==> src/rtl/rock_control_if.sv <==
// Signal bundle between the stress monitor, the rocking controller and the cradle motor driver.
// The master side drives the evaluation inputs; the slave side is the controller.
interface rock_control_if;
    logic       clk4;
    logic       enable;
    logic       gedaald;
    logic       gelijk;
    logic       error;
    logic [3:0] level;
    logic [1:0] state;
    logic       settled;
    logic       fault;
    logic       motor_step;
    logic       motor_dir;

    modport master (
        output clk4, enable, gedaald, gelijk, error,
        input  level, state, settled, fault, motor_step, motor_dir
    );

    modport slave (
        input  clk4, enable, gedaald, gelijk, error,
        output level, state, settled, fault, motor_step, motor_dir
    );
endinterface

==> src/rtl/rock_control.sv <==
// Hill-climbing cradle rocking controller: adjusts the rocking level from stress-monitor flags
// on each evaluation strobe and drives the motor with step pulses and a swing-direction bit.
module rock_control #(
    parameter int MAX_LVL         = 15,
    parameter int START_LVL       = 4,
    parameter int BASE_PERIOD     = 1000,
    parameter int STEPS_PER_SWING = 8,
    parameter int ERR_LIMIT       = 3,
    parameter int SETTLE_TICKS    = 4
) (
    input logic          clk,
    input logic          reset,
    rock_control_if.slave bus
);

    typedef enum logic [1:0] {
        IDLE   = 2'd0,
        SEARCH = 2'd1,
        HOLD   = 2'd2,
        FAULT  = 2'd3
    } state_t;

    // Widths are derived from the parameters so the period counter fits the slowest level.
    localparam int PW = $clog2(BASE_PERIOD * (MAX_LVL + 1) + 1);
    localparam int SW = (STEPS_PER_SWING > 1) ? $clog2(STEPS_PER_SWING) : 1;
    localparam int EW = $clog2(ERR_LIMIT + 1);
    localparam int CW = $clog2(SETTLE_TICKS + 1);

    localparam logic [3:0]    MAX_L   = 4'(MAX_LVL);
    localparam logic [3:0]    START_L = 4'(START_LVL);
    localparam logic [EW-1:0] ERR_L   = EW'(ERR_LIMIT);
    localparam logic [CW-1:0] CALM_L  = CW'(SETTLE_TICKS);
    localparam logic [SW-1:0] SWING_L = SW'(STEPS_PER_SWING - 1);

    state_t        state_q, state_d;
    logic [3:0]    level_q, level_d;
    logic          dir_up, dir_d;
    logic [EW-1:0] err_cnt, err_d;
    logic [CW-1:0] calm_cnt, calm_d;
    logic          settled_q, fault_q;
    logic [PW-1:0] period_cnt;
    logic [SW-1:0] step_cnt;
    logic          step_q, mdir_q;

    function automatic logic [PW-1:0] period_of(input logic [3:0] lvl);
        return PW'(BASE_PERIOD * (MAX_LVL + 1 - int'(lvl)) - 1);
    endfunction

    // Level never drops below 1 while rocking; 0 is reserved for motor off.
    function automatic logic [3:0] step_level(input logic [3:0] lvl, input logic up);
        if (up)
            return (lvl >= MAX_L) ? MAX_L : lvl + 4'd1;
        else
            return (lvl <= 4'd1) ? 4'd1 : lvl - 4'd1;
    endfunction

    always_ff @(posedge clk) begin
        if (reset) begin
            state_q   <= IDLE;
            level_q   <= 4'd0;
            dir_up    <= 1'b1;
            err_cnt   <= '0;
            calm_cnt  <= '0;
            settled_q <= 1'b0;
            fault_q   <= 1'b0;
        end else begin
            state_q   <= state_d;
            level_q   <= level_d;
            dir_up    <= dir_d;
            err_cnt   <= err_d;
            calm_cnt  <= calm_d;
            settled_q <= (state_d == HOLD);
            fault_q   <= (state_d == FAULT);
        end
    end

    always_comb begin
        state_d = state_q;
        level_d = level_q;
        dir_d   = dir_up;
        err_d   = err_cnt;
        calm_d  = calm_cnt;
        case (state_q)
            IDLE: begin
                level_d = 4'd0;
                err_d   = '0;
                calm_d  = '0;
                if (bus.clk4 && bus.enable) begin
                    state_d = SEARCH;
                    level_d = START_L;
                    dir_d   = 1'b1;
                end
            end
            SEARCH, HOLD: begin
                if (!bus.enable) begin
                    state_d = IDLE;
                    level_d = 4'd0;
                    err_d   = '0;
                    calm_d  = '0;
                end else if (bus.clk4) begin
                    if (bus.error) begin
                        calm_d = '0;
                        if (err_cnt + EW'(1) >= ERR_L) begin
                            state_d = FAULT;
                            level_d = 4'd0;
                            err_d   = '0;
                        end else begin
                            err_d = err_cnt + EW'(1);
                        end
                    end else begin
                        err_d = '0;
                        if (bus.gedaald) begin
                            calm_d = '0;
                            if (state_q == SEARCH)
                                level_d = step_level(level_q, dir_up);
                        end else if (bus.gelijk) begin
                            if (state_q == SEARCH) begin
                                if (calm_cnt + CW'(1) >= CALM_L) begin
                                    state_d = HOLD;
                                    calm_d  = '0;
                                end else begin
                                    calm_d = calm_cnt + CW'(1);
                                end
                            end
                        end else begin
                            // Stress rose: in SEARCH reverse the climb, in HOLD back off downward.
                            calm_d = '0;
                            if (state_q == SEARCH) begin
                                dir_d   = !dir_up;
                                level_d = step_level(level_q, !dir_up);
                            end else begin
                                state_d = SEARCH;
                                dir_d   = 1'b0;
                                level_d = step_level(level_q, 1'b0);
                            end
                        end
                    end
                end
            end
            FAULT: begin
                level_d = 4'd0;
                err_d   = '0;
                calm_d  = '0;
            end
            default: state_d = IDLE;
        endcase
    end

    // Motor stops on the same edge the level goes to 0, so no stray step escapes a shutdown.
    always_ff @(posedge clk) begin
        if (reset) begin
            period_cnt <= period_of(START_L);
            step_cnt   <= '0;
            step_q     <= 1'b0;
            mdir_q     <= 1'b0;
        end else if (level_q == 4'd0 || level_d == 4'd0) begin
            period_cnt <= period_of(level_d);
            step_cnt   <= '0;
            step_q     <= 1'b0;
        end else if (period_cnt == '0) begin
            period_cnt <= period_of(level_q);
            step_q     <= 1'b1;
            if (step_cnt == SWING_L) begin
                step_cnt <= '0;
                mdir_q   <= !mdir_q;
            end else begin
                step_cnt <= step_cnt + SW'(1);
            end
        end else begin
            period_cnt <= period_cnt - PW'(1);
            step_q     <= 1'b0;
        end
    end

    assign bus.level      = level_q;
    assign bus.state      = state_q;
    assign bus.settled    = settled_q;
    assign bus.fault      = fault_q;
    assign bus.motor_step = step_q;
    assign bus.motor_dir  = mdir_q;

endmodule

==> src/flat_wrapper.sv <==
// flat-port wrapper written by rule: the top's interface ports become plain ports
module rock_control_flat 
#(
    parameter int MAX_LVL         = 15,
    parameter int START_LVL       = 4,
    parameter int BASE_PERIOD     = 1000,
    parameter int STEPS_PER_SWING = 8,
    parameter int ERR_LIMIT       = 3,
    parameter int SETTLE_TICKS    = 4
)
  (clk, reset, bus_clk4, bus_enable, bus_gedaald, bus_gelijk, bus_error, bus_level, bus_state, bus_settled, bus_fault, bus_motor_step, bus_motor_dir);
  rock_control_if bus_i ();
  input logic clk;
  input logic reset;
  input wire logic [$bits(bus_i.clk4)-1:0] bus_clk4;
  input wire logic [$bits(bus_i.enable)-1:0] bus_enable;
  input wire logic [$bits(bus_i.gedaald)-1:0] bus_gedaald;
  input wire logic [$bits(bus_i.gelijk)-1:0] bus_gelijk;
  input wire logic [$bits(bus_i.error)-1:0] bus_error;
  output wire logic [$bits(bus_i.level)-1:0] bus_level;
  output wire logic [$bits(bus_i.state)-1:0] bus_state;
  output wire logic [$bits(bus_i.settled)-1:0] bus_settled;
  output wire logic [$bits(bus_i.fault)-1:0] bus_fault;
  output wire logic [$bits(bus_i.motor_step)-1:0] bus_motor_step;
  output wire logic [$bits(bus_i.motor_dir)-1:0] bus_motor_dir;
  assign bus_i.clk4 = bus_clk4;
  assign bus_i.enable = bus_enable;
  assign bus_i.gedaald = bus_gedaald;
  assign bus_i.gelijk = bus_gelijk;
  assign bus_i.error = bus_error;
  assign bus_level = bus_i.level;
  assign bus_state = bus_i.state;
  assign bus_settled = bus_i.settled;
  assign bus_fault = bus_i.fault;
  assign bus_motor_step = bus_i.motor_step;
  assign bus_motor_dir = bus_i.motor_dir;
  rock_control #(.MAX_LVL(MAX_LVL), .START_LVL(START_LVL), .BASE_PERIOD(BASE_PERIOD), .STEPS_PER_SWING(STEPS_PER_SWING), .ERR_LIMIT(ERR_LIMIT), .SETTLE_TICKS(SETTLE_TICKS)) u_core (.clk(clk), .reset(reset), .bus(bus_i));
endmodule
==> config.mk <==
export PLATFORM = sky130hd
export DESIGN_NAME = rock_control_flat
export DESIGN_NICKNAME = d
export VERILOG_FILES = /design/src/rtl/rock_control_if.sv /design/src/rtl/rock_control.sv /design/src/flat_wrapper.sv
export SDC_FILE = /design/constraint.sdc
export NUM_CORES = 1
export LEC_CHECK = 0
export CAP_MARGIN = 25
export CORE_MARGIN = 5
export CORE_UTILIZATION = 56
export DETAILED_ROUTE_END_ITERATION = 10
export GPL_ROUTABILITY_DRIVEN = 1
export PLACE_DENSITY = 0.8
export REMOVE_ABC_BUFFERS = 1
export SLEW_MARGIN = 10
export SYNTH_ARGS = -nofsm -noshare
export SYNTH_HDL_FRONTEND = slang
export SYNTH_SLANG_ARGS = --single-unit
==> constraint.sdc <==
create_clock -name clk -period 6.15 [get_ports clk]
set_input_delay 0.9225 -clock clk [delete_from_list [all_inputs] [get_ports clk]]
set_output_delay 0.9225 -clock clk [all_outputs]
set_load 0.02 [all_outputs]
* After elaboration in Yosys (flattened, before gate mapping) *
Index checks and enable logic that the tools add are counted.

storage, ports and cells
  register bits = 33
  bits in latches = 0
  RAM bits = 0
  bits in read-only memories = 0
  input port bits = 7
  output and inout port bits = 10
  memories kept = 0

operators by class
  add/subtract/negate cells = 10
  $mul = 2
  div/mod/pow operators = 0
  $lt $le $gt $ge = 4
  eq/ne operators = 14
  shift-type cells = 0
  muxes and demuxes = 50
  bitwise logic cells = 1
  reduce and logical (&&, ||, !) cells = 15

operator list
  cell                                                                      count
  8-bit by 32-bit multiplier with 11-bit output (first input constant)      2
  4-bit 2-to-1 mux                                                          12
  14-bit 2-to-1 mux                                                         2
  2-bit 2-to-1 mux                                                          14
  14-bit by 2-bit subtractor with 14-bit output (second input constant)     2
  3-bit 2-to-1 mux                                                          9
  14-bit zero test                                                          1
  14-bit by 1-bit subtractor with 14-bit output (second input constant)     1
  4-bit one-hot mux with 3 select lines                                     1
  5-bit by 4-bit subtractor with 6-bit output (first input constant)        2
  2-bit inequality test (second input constant)                             5
  2-bit == test (second input constant)                                     4
  4-bit zero test                                                           2
  1-bit 2-to-1 mux                                                          8
  2-bit one-hot mux with 2 select lines                                     2
  7-bit AND reduction                                                       1
  3-bit by 1-bit adder with 3-bit output (second input constant)            2
  6-bit by 5-bit inequality test with 1-bit output (second input constant)  1
  3-bit one-hot mux with 2 select lines                                     1
  2-bit OR reduction                                                        3
  4-bit by 1-bit adder with 4-bit output (second input constant)            1
  4-bit >= comparator (second input constant)                               1
  4-bit by 1-bit <= comparator with 1-bit output (second input constant)    1
  4-bit by 1-bit subtractor with 4-bit output (second input constant)       1
  other kinds (16)                                                          17

* Depth between registers and ports, before layout *
  depth in word-level cells = 14
  mapped depth = 30
  mapped depth without buffers = 28

* Worst setup path after synthesis *
Ideal clock, no wire load.

  kind = input -> register
  start point = in bus_gedaald
  end point = reg u_core.period_cnt[13]
  arrival time = 6.459 ns
  data required time = 6.087 ns
  slack = -0.372 ns
  stages = 26
  path through = buf_2 nor2_1 mux2i_1 a21oi_1 o31a_1 nor3b_1 nand2_1 ha_1 clkbuf_1 or4b_2 a31oi_1 nor3_2 inv_2 ha_1 xnor2_1 ha_1 inv_1 fa_1 inv_1 ha_1 fa_1 or2_2 a21oi_1 mux2_2 a2111o_1 nand3_1

on the way
  word-level cells in the longest chain between the ends = 9
  elaborated cells between the ends (all ways) = 11
  those cells by class = add/sub (2); mul (1); mux (6); reduce/logical (2)

ends and longest elaborated chain
  element                                        line                 text
  start: declaration                             flat_wrapper.sv:17   input wire logic [$bits(bus_i.gedaald)-1:0] bus_gedaald;
  4-bit 2-to-1 mux (*)                           rock_control.sv:112  if (bus.gedaald) begin
  4-bit 2-to-1 mux (*)                           rock_control.sv:101  if (bus.error) begin
  4-bit 2-to-1 mux (*)                           rock_control.sv:100  end else if (bus.clk4) begin
  4-bit 2-to-1 mux (*)                           rock_control.sv:95   if (!bus.enable) begin
  4-bit one-hot mux with 3 select lines (*)      rock_control.sv:83   case (state_q)
  5-bit by 4-bit subtractor with 6-bit output    rock_control.sv:46   return PW'(BASE_PERIOD * (MAX_LVL + 1 - int'(lvl)) - 1);
  8-bit by 32-bit multiplier with 11-bit output  rock_control.sv:46
  14-bit by 2-bit subtractor with 14-bit output  rock_control.sv:46
  14-bit 2-to-1 mux (*)                          rock_control.sv:156  end else if (level_q == 4'd0 || level_d == 4'd0) begin
  end signal: assignment                         rock_control.sv:152  period_cnt <= period_of(START_L);
  end signal: assignment                         rock_control.sv:157  period_cnt <= period_of(level_d);
  end signal: assignment                         rock_control.sv:161  period_cnt <= period_of(level_q);
  end: declaration                               rock_control.sv:41   logic [PW-1:0] period_cnt;

Every way passes the cells marked *; elsewhere a longest branch is shown, timed or not.
A chain may end at the register's enable or synchronous reset.

* Worst setup path after layout *
Same ends and word-level chain as after synthesis.

==> flow_summary.yaml <==
run_status:
  status: "finished clean"
logic_synthesis:
  synth_top_area_cell: "dfxtp_1"
  yosys-top-cells-count: "inv_1 (56), ha_1 (51), nand2_1 (36), nor2_1 (35), dfxtp_1 (33)"
  ys_warn_count: 0
  yosysMostFrequentCell: "inv_1"
  synth_top_area_share: 0.168
  yosysUniqueCellTypes: 67
  synth.avg_cell_area_sq_um: 7.89
  ys.flop_type: "dfxtp_1"
  seq_area_frac_synth: 0.168
  synthArstFlopShare: 0
  ys_seq_elements: 33
  synth_area_leaders: "dfxtp_1 (17%), ha_1 (16%), fa_1 (6.1%)"
  netlist_instances: 497
  syn-cell-area_sq_um: 3920
  synth_edf_count: 0
layout:
  n_antenna_cell: 0
  areaGrowthSynthToFinish_pct: 19.9
  drive_above_1_share: 0.178
  final_cells: 651
  final_nets: 624
  final_util: 0.692
  finalInstanceArea_sq_um: 4700
route:
  vias: 3782
  detail-route-antenna-nets: 0
  drtPass1Iterations: 6
  viasPerCell: 5.81
  drt_wl_total_mm: 9.89
  drc_errors: 0
  routedWlPerCell_um: 15.2
  drt_iter0_markers: 186
clocking:
  h-tree-depth: 2
  numCtsBuffers: 5
  clk_latency_ns: 0.29
  cts_tree: "yes"
  cts_max_path_buffers: 2
  cts.sinks: 33
  cts.reportedPaths.clkPinSlew_ns: 0.08
  cts_root_buffer: "clkbuf_8"
power:
  seq_power_share: 0.268
  power_frac_comb: 0.473
  ir_worst_vdd_mv: 0.146
  p_sw_frac: 0.370
  power_density_nw_per_um2: 203
  power.share.clock: 0.259
  p_leak_nw: 2.19
  p_int_mw: 0.602
  p_total_mw: 0.956
  switching_power_mw: 0.354
place:
  port_buffers: 16
  dp.cells: 635
  post-dp-hpwl_mm: 7.67
  gp_congestion: 0.970
  placed_cell_area_sq_um: 4440
  place_ws_ns: -0.813
timing:
  setup_ws_ns: 0.189
  min_period_ns: 5.96
  worst_pin_slew_ns: 0.828
  slew_headroom: 0.443
  slew_violations: 0
  setup_viol: 0
  finalSetupTns_ns: 0
  fmax_mhz: 168
  finalCritPeriodShare: 0.969
  hold_slack_ns: 0.422
  clock-skew-final_ns: 0.0120
  hold_viol: 0
floorplanning:
  core_area_sq_um: 6790
  rows: 30
  initial_utilization: 0.577
  die_h_um: 93.7
  dieWidth_um: 93.7
  die_area_sq_um: 8780
  io_pins: 17
worst_setup_path:
  critPathSlowestCell: "fa_1"
  path_depth: 30
  arrival_ns: 6.19
  slowest_delay_ns: 0.51
  critical_path_class: "in2reg"
  start_kind: "primary input"
  crit_path_end_kind: "flip-flop"
  r2r_setup_slack_ns: 0.25
  setup.worst_path.end: "u_core.period_cnt[13]"
  crit_fanout: 8
  crit_start: "bus_gedaald"
  regToRegEndpoint: "u_core.period_cnt[13]"
  cpLargestDelayFamily: "adder cells"
  cpMostUsedCell: "buf_4"
  critPathRequiredTime_ns: 6.38
  r2r_cells: 29
  r2r-start: "u_core.bus.level[0]"
  crit_buf_inv: 7
global_route:
  grt_overflow: 0
  grt_start_max_net_pins: 27
  antenna_found_initial: 0
  grtUsageTotal: 0.231
  grt_pass1_wl_mm: 16.7
  first_global_vias: 3870
hold_path:
  min_path_type: "reg2reg"
  min_path_cells: 1
run:
  cap_violations: 0
## cell type report
class,instances,area [sq um]
Clock inverter,3,65.1
Sequential cell,33,661
Tap cell,96,120
Clock buffer,5,68.8
Timing Repair Buffer,71,568
Multi-Input combinational cell,385,3000
Inverter,58,218
Fill cell,545,2090
## timing repair
item                       4_1_cts  5_1_grt
gates resized for setup         11       13
buffers inserted                 3        4
hold buffers                     0        0
setup endpoints to repair        4        3
pin swaps                        5        7
## flip-flops by register name, indices dropped and copies added, names as in the netlist
name	count
u_core.bus.motor_dir	1
u_core.bus.settled	1
u_core.err_cnt	2
u_core.bus.fault	1
u_core.period_cnt	14
u_core.calm_cnt	3
u_core.step_cnt	3
u_core.bus.state	2
u_core.dir_up	1
u_core.bus.level	4
u_core.bus.motor_step	1
## routing by layer
layer / global-route usage / share of wire
met1: 0.263 / 0.40
met2: 0.422 / 0.51
met3: 0.0385 / 0.052
met4: 0.0963 / 0.033
met5: 0 / 0
## worst reg2reg max path, delay by kind of cell (launching register included)
kind	cells	cell delay (ns)
and+or+nand+nor	5	0.63
DFF	1	0.33
buffers and inverters	8	1.01
adders and majority gates	6	1.79
xor gates and xnor gates	2	0.29
AOI/OAI and AO/OA	8	1.78
## cell usage in the layout (no fill, tap or decap), drive strengths merged, types with 3 or more instances in the layout
master and n:
a211oi 6, a21o 8, a21oi 29, a221oi 3, a31oi 10, and2 3, and3 9, and3b 3
and4b 3, buf 55, clkbuf 7, clkdlybuf4s50 11, dfxtp 33, dlymetal6s2s 3, fa 12, ha 51
inv 58, mux2i 3, nand2 36, nand2b 5, nand3 14, nand3b 5, nor2 35, nor2b 7
nor3 16, nor3b 8, nor4 7, o2111ai 4, o211ai 3, o21ai 18, or2 3, or3 8
or4 6, xnor2 16, xor2 22
## how the worst min path moves through the flow
stage	end	slack [ns]	start
2_1_floorplan	u_core.period_cnt[0]	0.38	u_core.period_cnt[0]
3_3_place_gp	u_core.period_cnt[0]	0.39	u_core.period_cnt[0]
3_5_place_dp	u_core.period_cnt[0]	0.41	u_core.period_cnt[0]
4_1_cts	u_core.period_cnt[0]	0.43	u_core.period_cnt[0]
5_1_grt	u_core.period_cnt[0]	0.45	u_core.period_cnt[0]
6_report	u_core.period_cnt[0]	0.42	u_core.period_cnt[0]
## logic make-up (layout without fill, tap and decap cells)
family                     after synthesis  after routing  share of synthesized area
AOI/OAI and AO/OA                      103            103                      0.180
xor gates and xnor gates                38             38                     0.0849
adders and majority gates               63             63                      0.224
buffers and inverters                   79            137                     0.0839
DFF                                     33             33                      0.168
muxes                                    5              5                     0.0134
and+or+nand+nor                        176            176                      0.245
## power groups by stage
| stage | logic, mW | clock network [mW] | registers (mW) |
|---|---|---|---|
| after floorplan | 0.298 | 0 | 0.257 |
| after global placement | 0.416 | 0 | 0.259 |
| after detailed placement | 0.435 | 0 | 0.260 |
| after CTS | 0.446 | 0.249 | 0.255 |
| after global routing | 0.507 | 0.259 | 0.259 |
| final | 0.453 | 0.248 | 0.256 |
Note: power is estimated with default switching activity, not from simulation.
